$ cat config.mk
export PLATFORM = sky130hd
export DESIGN_NAME = laser_shot_controller_flat
export DESIGN_NICKNAME = d
export VERILOG_FILES = /design/src/rtl/laser_shot_controller_if.sv /design/src/rtl/laser_shot_controller.sv /design/src/flat_wrapper.sv
export SDC_FILE = /design/constraint.sdc
export NUM_CORES = 1
export LEC_CHECK = 0
export BUFFER_PORTS_ARGS = -buffer_cell sky130_fd_sc_hd__buf_2
export CAP_MARGIN = 10
export CORE_MARGIN = 4
export CORE_UTILIZATION = 50
export CTS_BUF_LIST = sky130_fd_sc_hd__clkbuf_8
export CTS_CLUSTER_DIAMETER = 120
export DETAILED_ROUTE_END_ITERATION = 12
export GPL_ROUTABILITY_DRIVEN = 0
export MAX_ROUTING_LAYER = met4
export PLACE_DENSITY = 0.78
export SETUP_SLACK_MARGIN = 0.05
export SLEW_MARGIN = 5
export SYNTH_ARGS = -nofsm -noshare
export SYNTH_HDL_FRONTEND = slang
export SYNTH_SLANG_ARGS = --single-unit
$ cat constraint.sdc
create_clock -name clk -period 3.85 [get_ports clk]
set_input_delay 0.77 -clock clk [delete_from_list [all_inputs] [get_ports clk]]
set_output_delay 0.77 -clock clk [all_outputs]
set_load 0.02 [all_outputs]
$ cat src/rtl/laser_shot_controller_if.sv
// Signal bundle between the game-control side and the laser shot controller.
// The master modport belongs to the game side (frame timing, pixel position,
// ship position, fire/hit events). The slave modport belongs to the controller,
// which returns the rectangle data and the shot position.
interface laser_shot_controller_if;
  logic        startOfFrame;
  logic [10:0] pixelX;
  logic [10:0] pixelY;
  logic [10:0] shipTopLeftX;
  logic        fireRequest;
  logic        collision;
  logic [10:0] offsetX;
  logic [10:0] offsetY;
  logic        InsideRectangle;
  logic        laserActive;
  logic [10:0] laserTopLeftX;
  logic [10:0] laserTopLeftY;

  modport master (
    output startOfFrame, pixelX, pixelY, shipTopLeftX, fireRequest, collision,
    input  offsetX, offsetY, InsideRectangle, laserActive, laserTopLeftX, laserTopLeftY
  );

  modport slave (
    input  startOfFrame, pixelX, pixelY, shipTopLeftX, fireRequest, collision,
    output offsetX, offsetY, InsideRectangle, laserActive, laserTopLeftX, laserTopLeftY
  );
endinterface

$ cat src/rtl/laser_shot_controller.sv
// Laser shot controller: owns the player's single laser shot. A fire request
// arms the shot, the next frame start launches it from the ship, and it climbs
// SPEED_Y pixels per frame until a hit or the top of the screen retires it.
// Each pixel clock it produces the registered rectangle test and offsets for
// the laser bitmap block (one cycle of latency).
// Optional feature macro: LASER_COOLDOWN_EN -- after a retire the shot passes
// through a COOLDOWN state lasting COOLDOWN_FRAMES frames before refire is
// accepted. The COOLDOWN_FRAMES parameter exists only in that build.
module laser_shot_controller #(
  parameter int OBJECT_WIDTH_X  = 64,
  parameter int OBJECT_HEIGHT_Y = 64,
  parameter int LAUNCH_Y        = 400,
  parameter int SHIP_X_OFFSET   = 0,
  parameter int SPEED_Y         = 8,
  parameter int TOP_LIMIT       = 0
`ifdef LASER_COOLDOWN_EN
  ,
  parameter int COOLDOWN_FRAMES = 15
`endif
) (
  input  logic                   clk,
  input  logic                   resetN,
  laser_shot_controller_if.slave bus
);

  typedef enum logic [1:0] {
    IDLE     = 2'd0,
    ARMED    = 2'd1,
    FLYING   = 2'd2,
    COOLDOWN = 2'd3
  } state_t;

  state_t      state;
  state_t      state_next;

  logic [10:0] laser_x;
  logic [10:0] laser_y;
  logic        fire_latch;
  logic        hit_latch;

  logic        launch;
  logic        at_top;
  logic        retire;
  logic        move;

  logic        inside_p0;
  logic [10:0] off_x_p0;
  logic [10:0] off_y_p0;
  logic        inside_p1;
  logic [10:0] off_x_p1;
  logic [10:0] off_y_p1;

  // Span test widened to 12 bits so base + size never wraps around 2047.
  function automatic logic in_span(input logic [10:0] pix, input logic [10:0] base,
                                   input logic [11:0] size);
    logic [11:0] pix_w;
    logic [11:0] base_w;
    pix_w  = {1'b0, pix};
    base_w = {1'b0, base};
    return (pix_w >= base_w) && (pix_w < base_w + size);
  endfunction

  // Frame-aligned control strobes; the climb-limit test avoids ever forming laser_y - SPEED_Y below zero.
  always_comb begin
    launch = (state == ARMED) && bus.startOfFrame && fire_latch;
    at_top = ({1'b0, laser_y} < 12'(TOP_LIMIT + SPEED_Y));
    retire = (state == FLYING) && bus.startOfFrame && (hit_latch || bus.collision || at_top);
    move   = (state == FLYING) && bus.startOfFrame && !retire;
  end

`ifdef LASER_COOLDOWN_EN
  localparam int CD_W = (COOLDOWN_FRAMES < 2) ? 1 : $clog2(COOLDOWN_FRAMES + 1);

  logic [CD_W-1:0] cd_cnt;

  // Cooldown counter: loaded on retire, counts frames down while in COOLDOWN.
  always_ff @(posedge clk or negedge resetN) begin
    if (!resetN) begin
      cd_cnt <= '0;
    end else if (retire) begin
      cd_cnt <= CD_W'(COOLDOWN_FRAMES);
    end else if ((state == COOLDOWN) && bus.startOfFrame && (cd_cnt != '0)) begin
      cd_cnt <= cd_cnt - 1'b1;
    end
  end
`endif

  // State register.
  always_ff @(posedge clk or negedge resetN) begin
    if (!resetN) begin
      state <= IDLE;
    end else begin
      state <= state_next;
    end
  end

  // Next-state logic; fire requests are only heard in IDLE, never queued.
  always_comb begin
    state_next = state;
    case (state)
      IDLE: begin
        if (bus.fireRequest) begin
          state_next = ARMED;
        end
      end
      ARMED: begin
        if (launch) begin
          state_next = FLYING;
        end
      end
      FLYING: begin
        if (retire) begin
`ifdef LASER_COOLDOWN_EN
          state_next = COOLDOWN;
`else
          state_next = IDLE;
`endif
        end
      end
      COOLDOWN: begin
`ifdef LASER_COOLDOWN_EN
        if ((cd_cnt == '0) || (bus.startOfFrame && (cd_cnt == CD_W'(1)))) begin
          state_next = IDLE;
        end
`else
        state_next = IDLE;
`endif
      end
      default: state_next = IDLE;
    endcase
  end

  // Fire and hit latches; a retire takes priority over a same-cycle collision.
  always_ff @(posedge clk or negedge resetN) begin
    if (!resetN) begin
      fire_latch <= 1'b0;
      hit_latch  <= 1'b0;
    end else begin
      if (launch) begin
        fire_latch <= 1'b0;
      end else if ((state == IDLE) && bus.fireRequest) begin
        fire_latch <= 1'b1;
      end
      if (retire) begin
        hit_latch <= 1'b0;
      end else if ((state == FLYING) && bus.collision) begin
        hit_latch <= 1'b1;
      end
    end
  end

  // Shot position: updated only on frame start so a frame never shows a torn shot.
  always_ff @(posedge clk or negedge resetN) begin
    if (!resetN) begin
      laser_x <= '0;
      laser_y <= 11'(LAUNCH_Y);
    end else if (launch) begin
      laser_x <= bus.shipTopLeftX + 11'(SHIP_X_OFFSET);
      laser_y <= 11'(LAUNCH_Y);
    end else if (move) begin
      laser_y <= laser_y - 11'(SPEED_Y);
    end
  end

  // Stage p0: rectangle test and offsets against the current pixel.
  always_comb begin
    inside_p0 = (state == FLYING)
                && in_span(bus.pixelX, laser_x, 12'(OBJECT_WIDTH_X))
                && in_span(bus.pixelY, laser_y, 12'(OBJECT_HEIGHT_Y));
    off_x_p0  = inside_p0 ? (bus.pixelX - laser_x) : 11'd0;
    off_y_p0  = inside_p0 ? (bus.pixelY - laser_y) : 11'd0;
  end

  // Stage p1: registered rectangle outputs; async reset clears them at once.
  always_ff @(posedge clk or negedge resetN) begin
    if (!resetN) begin
      inside_p1 <= 1'b0;
      off_x_p1  <= '0;
      off_y_p1  <= '0;
    end else begin
      inside_p1 <= inside_p0;
      off_x_p1  <= off_x_p0;
      off_y_p1  <= off_y_p0;
    end
  end

  assign bus.InsideRectangle = inside_p1;
  assign bus.offsetX         = off_x_p1;
  assign bus.offsetY         = off_y_p1;
  assign bus.laserActive     = (state == FLYING);
  assign bus.laserTopLeftX   = laser_x;
  assign bus.laserTopLeftY   = laser_y;

endmodule

$ cat src/flat_wrapper.sv
// flat-port wrapper written by rule: the top's interface ports become plain ports
module laser_shot_controller_flat 
#(
  parameter int OBJECT_WIDTH_X  = 64,
  parameter int OBJECT_HEIGHT_Y = 64,
  parameter int LAUNCH_Y        = 400,
  parameter int SHIP_X_OFFSET   = 0,
  parameter int SPEED_Y         = 8,
  parameter int TOP_LIMIT       = 0

)
  (clk, resetN, bus_startOfFrame, bus_pixelX, bus_pixelY, bus_shipTopLeftX, bus_fireRequest, bus_collision, bus_offsetX, bus_offsetY, bus_InsideRectangle, bus_laserActive, bus_laserTopLeftX, bus_laserTopLeftY);
  laser_shot_controller_if bus_i ();
  input  logic clk;
  input  logic resetN;
  input wire logic [$bits(bus_i.startOfFrame)-1:0] bus_startOfFrame;
  input wire logic [$bits(bus_i.pixelX)-1:0] bus_pixelX;
  input wire logic [$bits(bus_i.pixelY)-1:0] bus_pixelY;
  input wire logic [$bits(bus_i.shipTopLeftX)-1:0] bus_shipTopLeftX;
  input wire logic [$bits(bus_i.fireRequest)-1:0] bus_fireRequest;
  input wire logic [$bits(bus_i.collision)-1:0] bus_collision;
  output wire logic [$bits(bus_i.offsetX)-1:0] bus_offsetX;
  output wire logic [$bits(bus_i.offsetY)-1:0] bus_offsetY;
  output wire logic [$bits(bus_i.InsideRectangle)-1:0] bus_InsideRectangle;
  output wire logic [$bits(bus_i.laserActive)-1:0] bus_laserActive;
  output wire logic [$bits(bus_i.laserTopLeftX)-1:0] bus_laserTopLeftX;
  output wire logic [$bits(bus_i.laserTopLeftY)-1:0] bus_laserTopLeftY;
  assign bus_i.startOfFrame = bus_startOfFrame;
  assign bus_i.pixelX = bus_pixelX;
  assign bus_i.pixelY = bus_pixelY;
  assign bus_i.shipTopLeftX = bus_shipTopLeftX;
  assign bus_i.fireRequest = bus_fireRequest;
  assign bus_i.collision = bus_collision;
  assign bus_offsetX = bus_i.offsetX;
  assign bus_offsetY = bus_i.offsetY;
  assign bus_InsideRectangle = bus_i.InsideRectangle;
  assign bus_laserActive = bus_i.laserActive;
  assign bus_laserTopLeftX = bus_i.laserTopLeftX;
  assign bus_laserTopLeftY = bus_i.laserTopLeftY;
  laser_shot_controller #(.OBJECT_WIDTH_X(OBJECT_WIDTH_X), .OBJECT_HEIGHT_Y(OBJECT_HEIGHT_Y), .LAUNCH_Y(LAUNCH_Y), .SHIP_X_OFFSET(SHIP_X_OFFSET), .SPEED_Y(SPEED_Y), .TOP_LIMIT(TOP_LIMIT)) u_core (.clk(clk), .resetN(resetN), .bus(bus_i));
endmodule
==> out/qor.yml, run 1 <==
job:
  max-cap-violations: 0
routing:
  drt_iter0_markers: 133
  wl_per_cell_microns: 14.4
  routed_wl_microns: 6930
  drc_errors: 0
  first_pass_iters: 4
  drt-vias-per-instance: 5.31
  vias: 2559
  ant_nets: 0
timing:
  fin_skew_ns: 0.00619
  worst_pin_slew_ns: 1.02
  rsz0062_at_grt: "no"
  drv_slew: 0
  hold_viol_final: 0
  finalSetupViolCount: 0
  period_minus_slack_ns: 3.18
  final.setup.tns_ns: 0
  relSlewSlack_pct: 31.7
  fin_crit_sh_pct: 82.6
  timing.fmax_mhz: 315
min_path:
  hp-class: "flop to flop"
power_and_ir_drop:
  pwr-share-seq_pct: 30.1
  p_comb_share_pct: 53.6
  p_int_uw: 1270
  power.density_nw_per_um2: 616
  clockPowerShare_pct: 16.3
  p_sw_share_pct: 43.7
  p_sw_uw: 984
  ir_worst_vdd_uv: 362
  power_leakage_uw: 0.00190
global_routing:
  grt_start_max_net_pins: 47
  gr-usage-all-layers_pct: 19.8
  grt_pass1_vias: 2497
  grt_pass1_wl_microns: 11600
  gr-total-overflow: 0
  antenna_found_initial: 0
final_layout:
  finalNonFillerCells: 482
  layout-drive-gt1-share_pct: 29.7
  num_antenna_cells: 0
  final_cell_area_sq_um: 3660
  layout.nets: 480
  fillerInstances: 530
  syn_to_final_growth_pct: 18.1
synth:
  syn_avg_cell_area_sq_um: 9.52
  yosysTopAreaCellShare_pct: 34.8
  synth_seq_area_share_pct: 37.3
  synth_seq_cells: 46
  synth_top_area_cell: "dfrtp_1"
  syn_inst: 325
  yosys_warnings: 0
  synth_cell_types: 55
  syn_area_sq_um: 3100
  synth_area_leaders: "dfrtp_1 35%, ha_1 14%, xnor2_1 5.4%, inv_1 4.2%, a21oi_1 3.2%"
worst_setup_path:
  worstPathRequired_ns: 4.05
  critPathKind: "flop to flop"
  worstPathArrival_ns: 3.38
  cp-end-kind: "flop"
  path_max_fanout: 23
  startpoint_type: "flop"
clocking:
  ctsResizeCount: 0
  clock_latency_ns: 0.29
  cts_tree: "done"
  clock-sinks: 46
  clk_pin_slew_ns: 0.08
  cts_buffer_depth: 2
  root_buffer: "clkbuf_8"
  post_cts.repair.setup_buffers: 0
  htree_levels: 2
  cts-hold-fix-buffers: 0
  cts_inserted_buffers: 5
floorplanning:
  rows: 28
  die_w_microns: 86.7
  io_pins: 84
  start_util_pct: 52.0
  core-area_sq_um: 5960
  dieArea_sq_um: 7510
  die_h_microns: 86.7
run_status:
  outcome: "completed"
placed_design:
  dp_cells: 474
  dp_hpwl_microns: 5490
  placed_cell_area_sq_um: 3540
  io_buffers: 80
-- flip-flops by register name, summed over array words and instances (netlist names) --
register / count
u_core.bus.InsideRectangle: 1
u_core.bus.laserTopLeftX: 11
u_core.bus.laserTopLeftY: 8
u_core.bus.offsetX: 11
u_core.bus.offsetY: 11
u_core.fire_latch: 1
u_core.hit_latch: 1
u_core.state: 2
-- cell families (layout without fill, tap and decap cells) --
kind of cell / Yosys count / count (layout) / share of synthesized area (%)
simple gates: 97 / 97 / 17.8
fa+ha+maj: 36 / 36 / 14.8
flops: 46 / 46 / 37.3
mux: 1 / 1 / 0.323
compound gates: 74 / 74 / 16.4
buf+inv: 45 / 124 / 6.35
xor+xnor: 24 / 24 / 6.79
other cells: 2 / 5 / 0.243
-- per-layer routing --
metal  GRT usage (%)  wire length (microns)
met4            6.23                    135
met1            26.5                   3080
met5               -                      0
met3            3.14                    437
met2            31.0                   3270
-- cell type report --
cell class	instances	area, sq um	share of cell area (%)
clock buffers	6	82.6	2.26
repair buffers	80	400	11.0
multi-input cells	237	1760	48.0
well taps	75	93.8	2.57
inverters	36	135	3.70
clock inverters	2	33.8	0.924
flip-flops and latches	46	1150	31.6
-- critical path: stages (launching register included) --
cell and delay (ns):
dfstp_2 0.59, ha_1 0.19, nand3_1 0.10, xnor2_1 0.15, ha_1 0.29, and3_1 0.21
a221o_1 0.31, a221o_1 0.34, a31oi_2 0.19, nand4_4 0.41, nor3_1 0.31
-- cell usage in the layout (no fill, tap or decap), drive strengths merged, types with 5 or more instances in the layout --
master / count
and3: 7
nand2: 22
conb: 5
nand2b: 5
o21ai: 20
xnor2: 19
nor2: 28
clkbuf: 6
nor3: 9
a21oi: 22
inv: 37
dfrtp: 43
nand3: 13
a21o: 8
buf: 80
ha: 35
xor2: 5
-- power by group through the flow --
stage	logic (uW)	clock network (uW)	registers, uW
after global routing	1350	396	695
after global placement	1150	0	682
after CTS	1200	376	678
after detailed placement	1190	0	686
final	1210	366	678
after floorplan	812	0	761
-- worst paths after layout --
kind	start	end	slack, ns	depth (start not counted)
min	u_core.state[1]	u_core.state[0]	0.54	1
min reg2reg	u_core.state[1]	u_core.state[0]	0.54	1
min in group asynchronous	resetN	u_core.bus.laserTopLeftX[2]	0.65	1
max reg2reg	u_core.bus.laserTopLeftY[7]	u_core.bus.offsetY[9]	0.67	10
max	u_core.bus.laserTopLeftY[7]	u_core.bus.offsetY[9]	0.67	10
max in group asynchronous	resetN	u_core.bus.offsetX[10]	2.57	1
-- per-stage QoR --
step	utilization (%)	power, uW	setup slack (ns)	hold slack [ns]
global route	61.4	2440	0.510	0.567
floorplan	-	1570	1.09	0.474
CTS	61.4	2260	0.684	0.538
finish	61.4	2250	0.671	0.539
global placement	59.4	1840	0.527	0.511
detailed placement	59.4	1880	0.486	0.521
-- cell usage after synthesis (all sizes together) --
library cell  instances
a2111oi               2
a211oi                3
a21o                  8
a21oi                22
a221o                 3
a221oi                1
a31oi                 2
and2b                 1
and3                  7
and4                  1
buf                   6
clkbuf                3
conb                  2
dfrtp                43
dfstp                 3
fa                    1
ha                   35
inv                  36
mux2i                 1
nand2                22
nand2b                5
nand3                13
nand3b                2
nand4                 2
nor2                 28
nor2b                 1
nor3                  9
nor4b                 2
o2111ai               1
o211ai                2
o21a                  4
o21ai                20
o21bai                1
o221ai                1
o22a                  1
o22ai                 2
o31ai                 1
or2                   1
or3                   3
xnor2                19
xor2                  5
Power figures use the tool's default switching activity.
==> run 2: changes to the inputs <==
--- a/config.mk
+++ b/config.mk
@@ -8,13 +8,13 @@
 export BUFFER_PORTS_ARGS = -buffer_cell sky130_fd_sc_hd__buf_2
 export CAP_MARGIN = 10
 export CORE_MARGIN = 4
-export CORE_UTILIZATION = 50
+export CORE_UTILIZATION = 49
 export CTS_BUF_LIST = sky130_fd_sc_hd__clkbuf_8
 export CTS_CLUSTER_DIAMETER = 120
 export DETAILED_ROUTE_END_ITERATION = 12
 export GPL_ROUTABILITY_DRIVEN = 0
 export MAX_ROUTING_LAYER = met4
-export PLACE_DENSITY = 0.78
+export PLACE_DENSITY = 0.79
 export SETUP_SLACK_MARGIN = 0.05
 export SLEW_MARGIN = 5
 export SYNTH_ARGS = -nofsm -noshare
==> constraint.sdc (replaced) <==
create_clock -name clk -period 2.9 [get_ports clk]
set_input_delay 0.58 -clock clk [delete_from_list [all_inputs] [get_ports clk]]
set_output_delay 0.58 -clock clk [all_outputs]
set_load 0.02 [all_outputs]
==> run 2 against run 1 <==
Against the previous run: sequential share of layout area decreased by 1.2 points; wire length increased by 3.1%; largest cell class unchanged; core utilization increased by 1.8 points; via count increased by 1.2%; combinational power increased by 35%; global-route usage decreased by 0.37 points; sequential power increased by 32%; final cell count increased by 2.3%.
==> out/qor.yml, run 2 (synthesis results as in run 1) <==
final_layout:
  layout.nets: 492  # +2.5%
  fillerInstances: 513  # -3.2%
  most-common-layout-cells: "80 x buf_2, 43 x dfrtp_1, 35 x inv_1"
  finalNonFillerCells: 493  # +2.3%
  layout-drive-gt1-share_pct: 33.0  # +3.3 points
  final_common_cell: "buf_2"
  syn_to_final_growth_pct: 22.9
  num_antenna_cells: 0  # unchanged
min_path:
  hp-class: "input port to async pin"
placed_design:
  dp_cells: 480  # +1.3%
  dp_hpwl_microns: 5520  # +0.43%
  io_buffers: 80  # unchanged
global_routing:
  grt_start_max_net_pins: 47  # unchanged
  grt_pass1_vias: 2542  # +1.8%
  gr-usage-all-layers_pct: 19.5  # -0.37 points
  grt_pass1_wl_microns: 11500  # -1.0%
  antenna_found_initial: 0  # unchanged
  gr-total-overflow: 0  # unchanged
routing:
  vias: 2590  # +1.2%
  wl_per_cell_microns: 14.5  # +0.83%
  drc_errors: 0  # unchanged
  drt_iter0_markers: 111  # -17%
  ant_nets: 0  # unchanged
  drt-vias-per-instance: 5.25  # -1.0%
  routed_wl_microns: 7140  # +3.1%
  first_pass_iters: 4  # unchanged
power_and_ir_drop:
  p_comb_share_pct: 56.6  # +3.0 points
  p_sw_uw: 1300  # +32%
  power.total_uw: 2890  # +28%
  power_leakage_uw: 0.00196  # +3.0%
  clockPowerShare_pct: 12.3  # -4.0 points
  pwr-share-seq_pct: 31.1  # +1.0 points
  p_int_uw: 1590  # +26%
  ir_worst_vdd_uv: 417  # +15%
  power.density_nw_per_um2: 759  # +23%
  p_sw_share_pct: 44.9  # +1.2 points
worst_setup_path:
  rrSetupSlack_ns: 0.05  # -0.62 ns
  path_max_fanout: 7  # -70%
  critPathKind: "flop to flop"
  worstPathArrival_ns: 3.07  # -0.31 ns
  cp-end-kind: "flop"
  worstPathRequired_ns: 3.12  # -0.93 ns
  path_common_cell: "a221o_1"
  crit_slowest_cell: "dfstp_2"
  critical_path.cell_chain: "ha_4, nand3_4, xnor2_2, ha_1, and3_4, a221o_1, a221o_1, a31oi_2, nand4_4, clkbuf_16, nor2_2"
  slowest_delay_ns: 0.59  # about the same
  startpoint_type: "flop"
floorplanning:
  start_util_pct: 51.4  # -0.60 points
  io_pins: 84  # unchanged
  die_w_microns: 87.5  # +0.92%
  die_h_microns: 87.5  # +0.92%
  rows: 28  # unchanged
  dieArea_sq_um: 7650  # +1.9%
  core-area_sq_um: 6030  # +1.2%
timing:
  drv_slew: 0  # unchanged
  fin_crit_sh_pct: 98.3  # +16 points
  timing.fmax_mhz: 351  # +12%
  finalSetupViolCount: 0  # unchanged
  worst_pin_slew_ns: 1.01  # -0.0163 ns
  hold_viol_final: 0  # unchanged
  rsz0062_at_grt: "yes"
  fin_skew_ns: 0.00624  # +0.0000565 ns
  period_minus_slack_ns: 2.85  # -0.329 ns
  relSlewSlack_pct: 32.8  # +1.1 points
clocking:
  cts_inserted_buffers: 5  # unchanged
  cts-hold-fix-buffers: 0  # unchanged
  root_buffer: "clkbuf_8"
  clock-sinks: 46  # unchanged
  clk_pin_slew_ns: 0.08  # about the same
  cts_buffer_depth: 2  # unchanged
  clock_latency_ns: 0.29  # about the same
  cts_tree: "done"
  htree_levels: 2  # unchanged
job:
  max-cap-violations: 0  # unchanged
run_status:
  outcome: "completed"
-- run 2: layout make-up --
class / instances / area, sq um / share of cell area, %
clock buffer: 5 / 68.8 / 1.81
clock inverter: 2 / 7.51 / 0.197
inverter: 36 / 135 / 3.55
multi-input combinational: 237 / 1820 / 47.8
sequential: 46 / 1150 / 30.4
tap: 75 / 93.8 / 2.47
timing repair buffer: 92 / 524 / 13.8
-- run 2: path summary, 6_finish.rpt --
path | cells after the start | endpoint | start
setup / recovery | 11 | u_core.bus.offsetX[2] | u_core.bus.laserTopLeftY[7]
hold / removal | 1 | u_core.bus.laserTopLeftX[5] | resetN
setup reg to reg | 11 | u_core.bus.offsetX[2] | u_core.bus.laserTopLeftY[7]
hold reg to reg | 1 | u_core.state[0] | u_core.state[1]
max in group asynchronous | 1 | u_core.bus.offsetX[9] | resetN
min in group clk | 3 | u_core.bus.laserTopLeftX[0] | bus_shipTopLeftX[0]
-- run 2: worst max-delay path, delay by kind of cell, from the launching register on --
kind / cells / cell delay, ns
simple gates: 4 / 0.53
compound gates: 3 / 0.83
fa+ha+maj: 2 / 0.47
flops: 1 / 0.59
xor+xnor: 1 / 0.14
buf+inv: 1 / 0.23
-- run 2: through the flow --
stage	hold slack [ns]	TNS, ns	area, sq um	worst slack [ns]	utilization [%]
finish	0.455	0	3800	0.0503	63.1
global route	0.494	-0.659	3800	-0.0520	63.1
CTS	0.466	0	3680	0.0514	61.1
detailed placement	0.515	0	3600	0.0601	59.7
global placement	0.504	0	3600	0.153	59.7
floorplan	0.284	0	3110	0.148	-
-- run 2: what timing repair did --
action                     CTS  global route
setup buffers                1             4
setup endpoints to repair    3            22
pin swaps                    1             9
resized for setup            0            13
gates cloned                 0             1
-- run 2: power by group through the flow --
stage               logic (uW)  clock network (uW)  registers [uW]
detailed placement        1590                   0             905
global route              1820                 395             921
floorplan                 1080                   0            1010
CTS                       1600                 373             893
global placement          1560                   0             900
finish                    1630                 356             896
-- run 2: metal layers --
metal,GRT usage [%],up-vias,wire (microns)
met3,3.50,20,374
li1,-,1295,-
met4,7.25,0,187
met5,-,-,0
met1,25.3,1201,3140
met2,30.3,74,3440
==> run 3: changes to the inputs <==
--- a/config.mk
+++ b/config.mk
@@ -7,14 +7,16 @@
 export LEC_CHECK = 0
 export BUFFER_PORTS_ARGS = -buffer_cell sky130_fd_sc_hd__buf_2
 export CAP_MARGIN = 10
+export CORE_ASPECT_RATIO = 2
 export CORE_MARGIN = 4
-export CORE_UTILIZATION = 49
-export CTS_BUF_LIST = sky130_fd_sc_hd__clkbuf_8
+export CORE_UTILIZATION = 48
+export CTS_BUF_LIST = sky130_fd_sc_hd__clkbuf_16
 export CTS_CLUSTER_DIAMETER = 120
+export CTS_CLUSTER_SIZE = 12
 export DETAILED_ROUTE_END_ITERATION = 12
 export GPL_ROUTABILITY_DRIVEN = 0
 export MAX_ROUTING_LAYER = met4
-export PLACE_DENSITY = 0.79
+export PLACE_DENSITY = 0.78
 export SETUP_SLACK_MARGIN = 0.05
 export SLEW_MARGIN = 5
 export SYNTH_ARGS = -nofsm -noshare
==> run 3 against run 2 <==
Against the previous run: critical path depth is the same; die area grew 2.9%; final cell count increased by 2.2%; via count grew 0.50%; global-route usage is 1.1 points higher; sequential power is 1% higher; clock power up 65%; design area is 3.3% higher; combinational power up 4%; first-iteration DRC count shrank 12%; setup slack worse by 0.011 ns; critical path type unchanged.
==> out/qor.yml, run 3 (synthesis results as in run 1) <==
run_status:
  outcome: "completed"
clocking:
  clock-sinks: 46  # unchanged
  clk_pin_slew_ns: 0.07  # about the same
  cts_inserted_buffers: 5  # unchanged
  cts-hold-fix-buffers: 0  # unchanged
  cts_tree: "done"
  htree_levels: 2  # unchanged
  root_buffer: "clkbuf_16"
  cts_buffer_depth: 2  # unchanged
  clock_latency_ns: 0.30  # about the same
worst_setup_path:
  rrSetupSlack_ns: 0.04  # about the same
  worst-path-buf-inv: 1  # unchanged
  reg2reg_from: "u_core.bus.laserTopLeftY[7]"
  startpoint_type: "flop"
  worstPathRequired_ns: 3.13  # about the same
  worstPathArrival_ns: 3.09  # +0.02 ns
  path_max_fanout: 7  # unchanged
  crit_family: "compound AO/OA/AOI/OAI gates"
  slowest_delay_ns: 0.60  # about the same
  crit_path_end: "u_core.bus.offsetY[0]"
  worst_r2r_endpoint: "u_core.bus.offsetY[0]"
  path_common_cell: "a221o_1"
  reg2reg_depth: 11  # unchanged
  crit_slowest_cell: "dfstp_2"
  cp-end-kind: "flop"
  critPathKind: "flop to flop"
  path_depth: 11  # unchanged
  critical_path.cell_chain: "ha_4, nand3_2, xnor2_2, ha_1, and3_4, a221o_1, a221o_1, a31oi_4, nand4_4, clkbuf_16, nor2_2"
  crit_start: "u_core.bus.laserTopLeftY[7]"
timing:
  relSlewSlack_pct: 31.4  # -1.4 points
  fin_crit_sh_pct: 98.6  # +0.37 points
  whs_ns: 0.456  # +0.00136 ns
  period_minus_slack_ns: 2.86  # +0.0107 ns
  drv_slew: 0  # unchanged
  timing.fmax_mhz: 350  # -0.38%
  hold_viol_final: 0  # unchanged
  worst_pin_slew_ns: 1.03  # +0.0215 ns
  fin_skew_ns: 0.00495  # -0.00130 ns
  finalSetupViolCount: 0  # unchanged
  rsz0062_at_grt: "yes"
floorplanning:
  rows: 41  # +46%
  die_w_microns: 64.8  # -26%
  dieArea_sq_um: 7880  # +2.9%
  core-area_sq_um: 6310  # +4.7%
  io_pins: 84  # unchanged
  start_util_pct: 49.1  # -2.3 points
  die_h_microns: 122  # +39%
global_routing:
  grt_pass1_wl_microns: 12100  # +5.0%
  grt_pass1_vias: 2668  # +5.0%
  antenna_found_initial: 0  # unchanged
  gr-usage-all-layers_pct: 20.5  # +1.1 points
  grt_start_max_net_pins: 47  # unchanged
  gr-total-overflow: 0  # unchanged
min_path:
  hp-class: "input port to async pin"
power_and_ir_drop:
  power.total_uw: 3180  # +10%
  power.density_nw_per_um2: 810  # +6.8%
  power_leakage_uw: 0.00199  # +1.7%
  ir_worst_vdd_uv: 532  # +28%
routing:
  drc_errors: 0  # unchanged
  first_pass_iters: 4  # unchanged
  vias: 2603  # +0.50%
  ant_nets: 0  # unchanged
  wl_per_cell_microns: 14.9  # +2.9%
  routed_wl_microns: 7510  # +5.2%
  drt_iter0_markers: 98  # -12%
  drt-vias-per-instance: 5.16  # -1.7%
placed_design:
  dp_hpwl_microns: 5920  # +7.3%
  dp_cells: 492  # +2.5%
  io_buffers: 80  # unchanged
final_layout:
  num_antenna_cells: 0  # unchanged
  layout.nets: 491  # -0.20%
  layout-drive-gt1-share_pct: 33.3  # +0.24 points
  most-common-layout-cells: "80 x buf_2, 43 x dfrtp_1, 34 x inv_1, 34 x ha_1, 22 x nand2_1"
  final_common_cell: "buf_2"
  finalNonFillerCells: 504  # +2.2%
  syn_to_final_growth_pct: 26.9
job:
  max-cap-violations: 0  # unchanged
[run 3: cell types whose count changed in the layout (fill, tap and decap cells not counted), sizes merged]
cell	previous run	this run
buf	91	90
clkinvlp	0	2
inv	38	37
[run 3: area by class of cell]
cell class,count,area [sq um]
Fill cell,543,2380
Multi-Input combinational cell,237,1860
Sequential cell,46,1150
Timing Repair Buffer,91,520
Inverter,36,135
Clock buffer,5,125
Tap cell,86,108
Clock inverter,3,23.8
[run 3: how the worst min path moves through the flow]
stage | start | end | slack, ns | cells after the start
global placement | u_core.bus.laserTopLeftY[4] | u_core.bus.laserTopLeftY[4] | 0.52 | 2
global route | bus_shipTopLeftX[0] | u_core.bus.laserTopLeftX[0] | 0.48 | 3
detailed placement | u_core.bus.laserTopLeftY[4] | u_core.bus.laserTopLeftY[4] | 0.53 | 2
finish | resetN | u_core.bus.laserTopLeftY[9] | 0.46 | 1
floorplan | resetN | u_core.bus.InsideRectangle | 0.28 | 0
CTS | bus_shipTopLeftX[0] | u_core.bus.laserTopLeftX[0] | 0.47 | 3
[run 3: through the flow]
stage	setup WS, ns	util, %	TNS [ns]	area [sq um]
after floorplan	0.148	-	0	3110
after global placement	0.0510	57.3	0	3620
after detailed placement	0.0163	57.3	0	3620
after CTS	0.0247	59.8	0	3770
after global routing	-0.0308	62.3	-0.232	3930
final	0.0396	62.3	0	3930
[run 3: per-layer routing]
metal / track usage (%) / part of all wire, %
met1: 19.2 / 35
met2: 37.1 / 56
met3: 3.41 / 3.9
met4: 13.9 / 5.4
met5: - / 0
[run 3: power by group]
group          internal, uW  total (uW)  leakage [uW]  switching [uW]
logic                   663        1690       0.00132            1030
clock network           322         588     0.0000664             265
registers               775         907      0.000606             132
[run 3: repair_timing]
action | in CTS | in global routing
setup endpoints to repair | 17 | 23
gates cloned | 0 | 1
buffers inserted | 1 | 2
pin swaps | 1 | 19
hold endpoints to repair | 0 | 0
resized for setup | 0 | 22
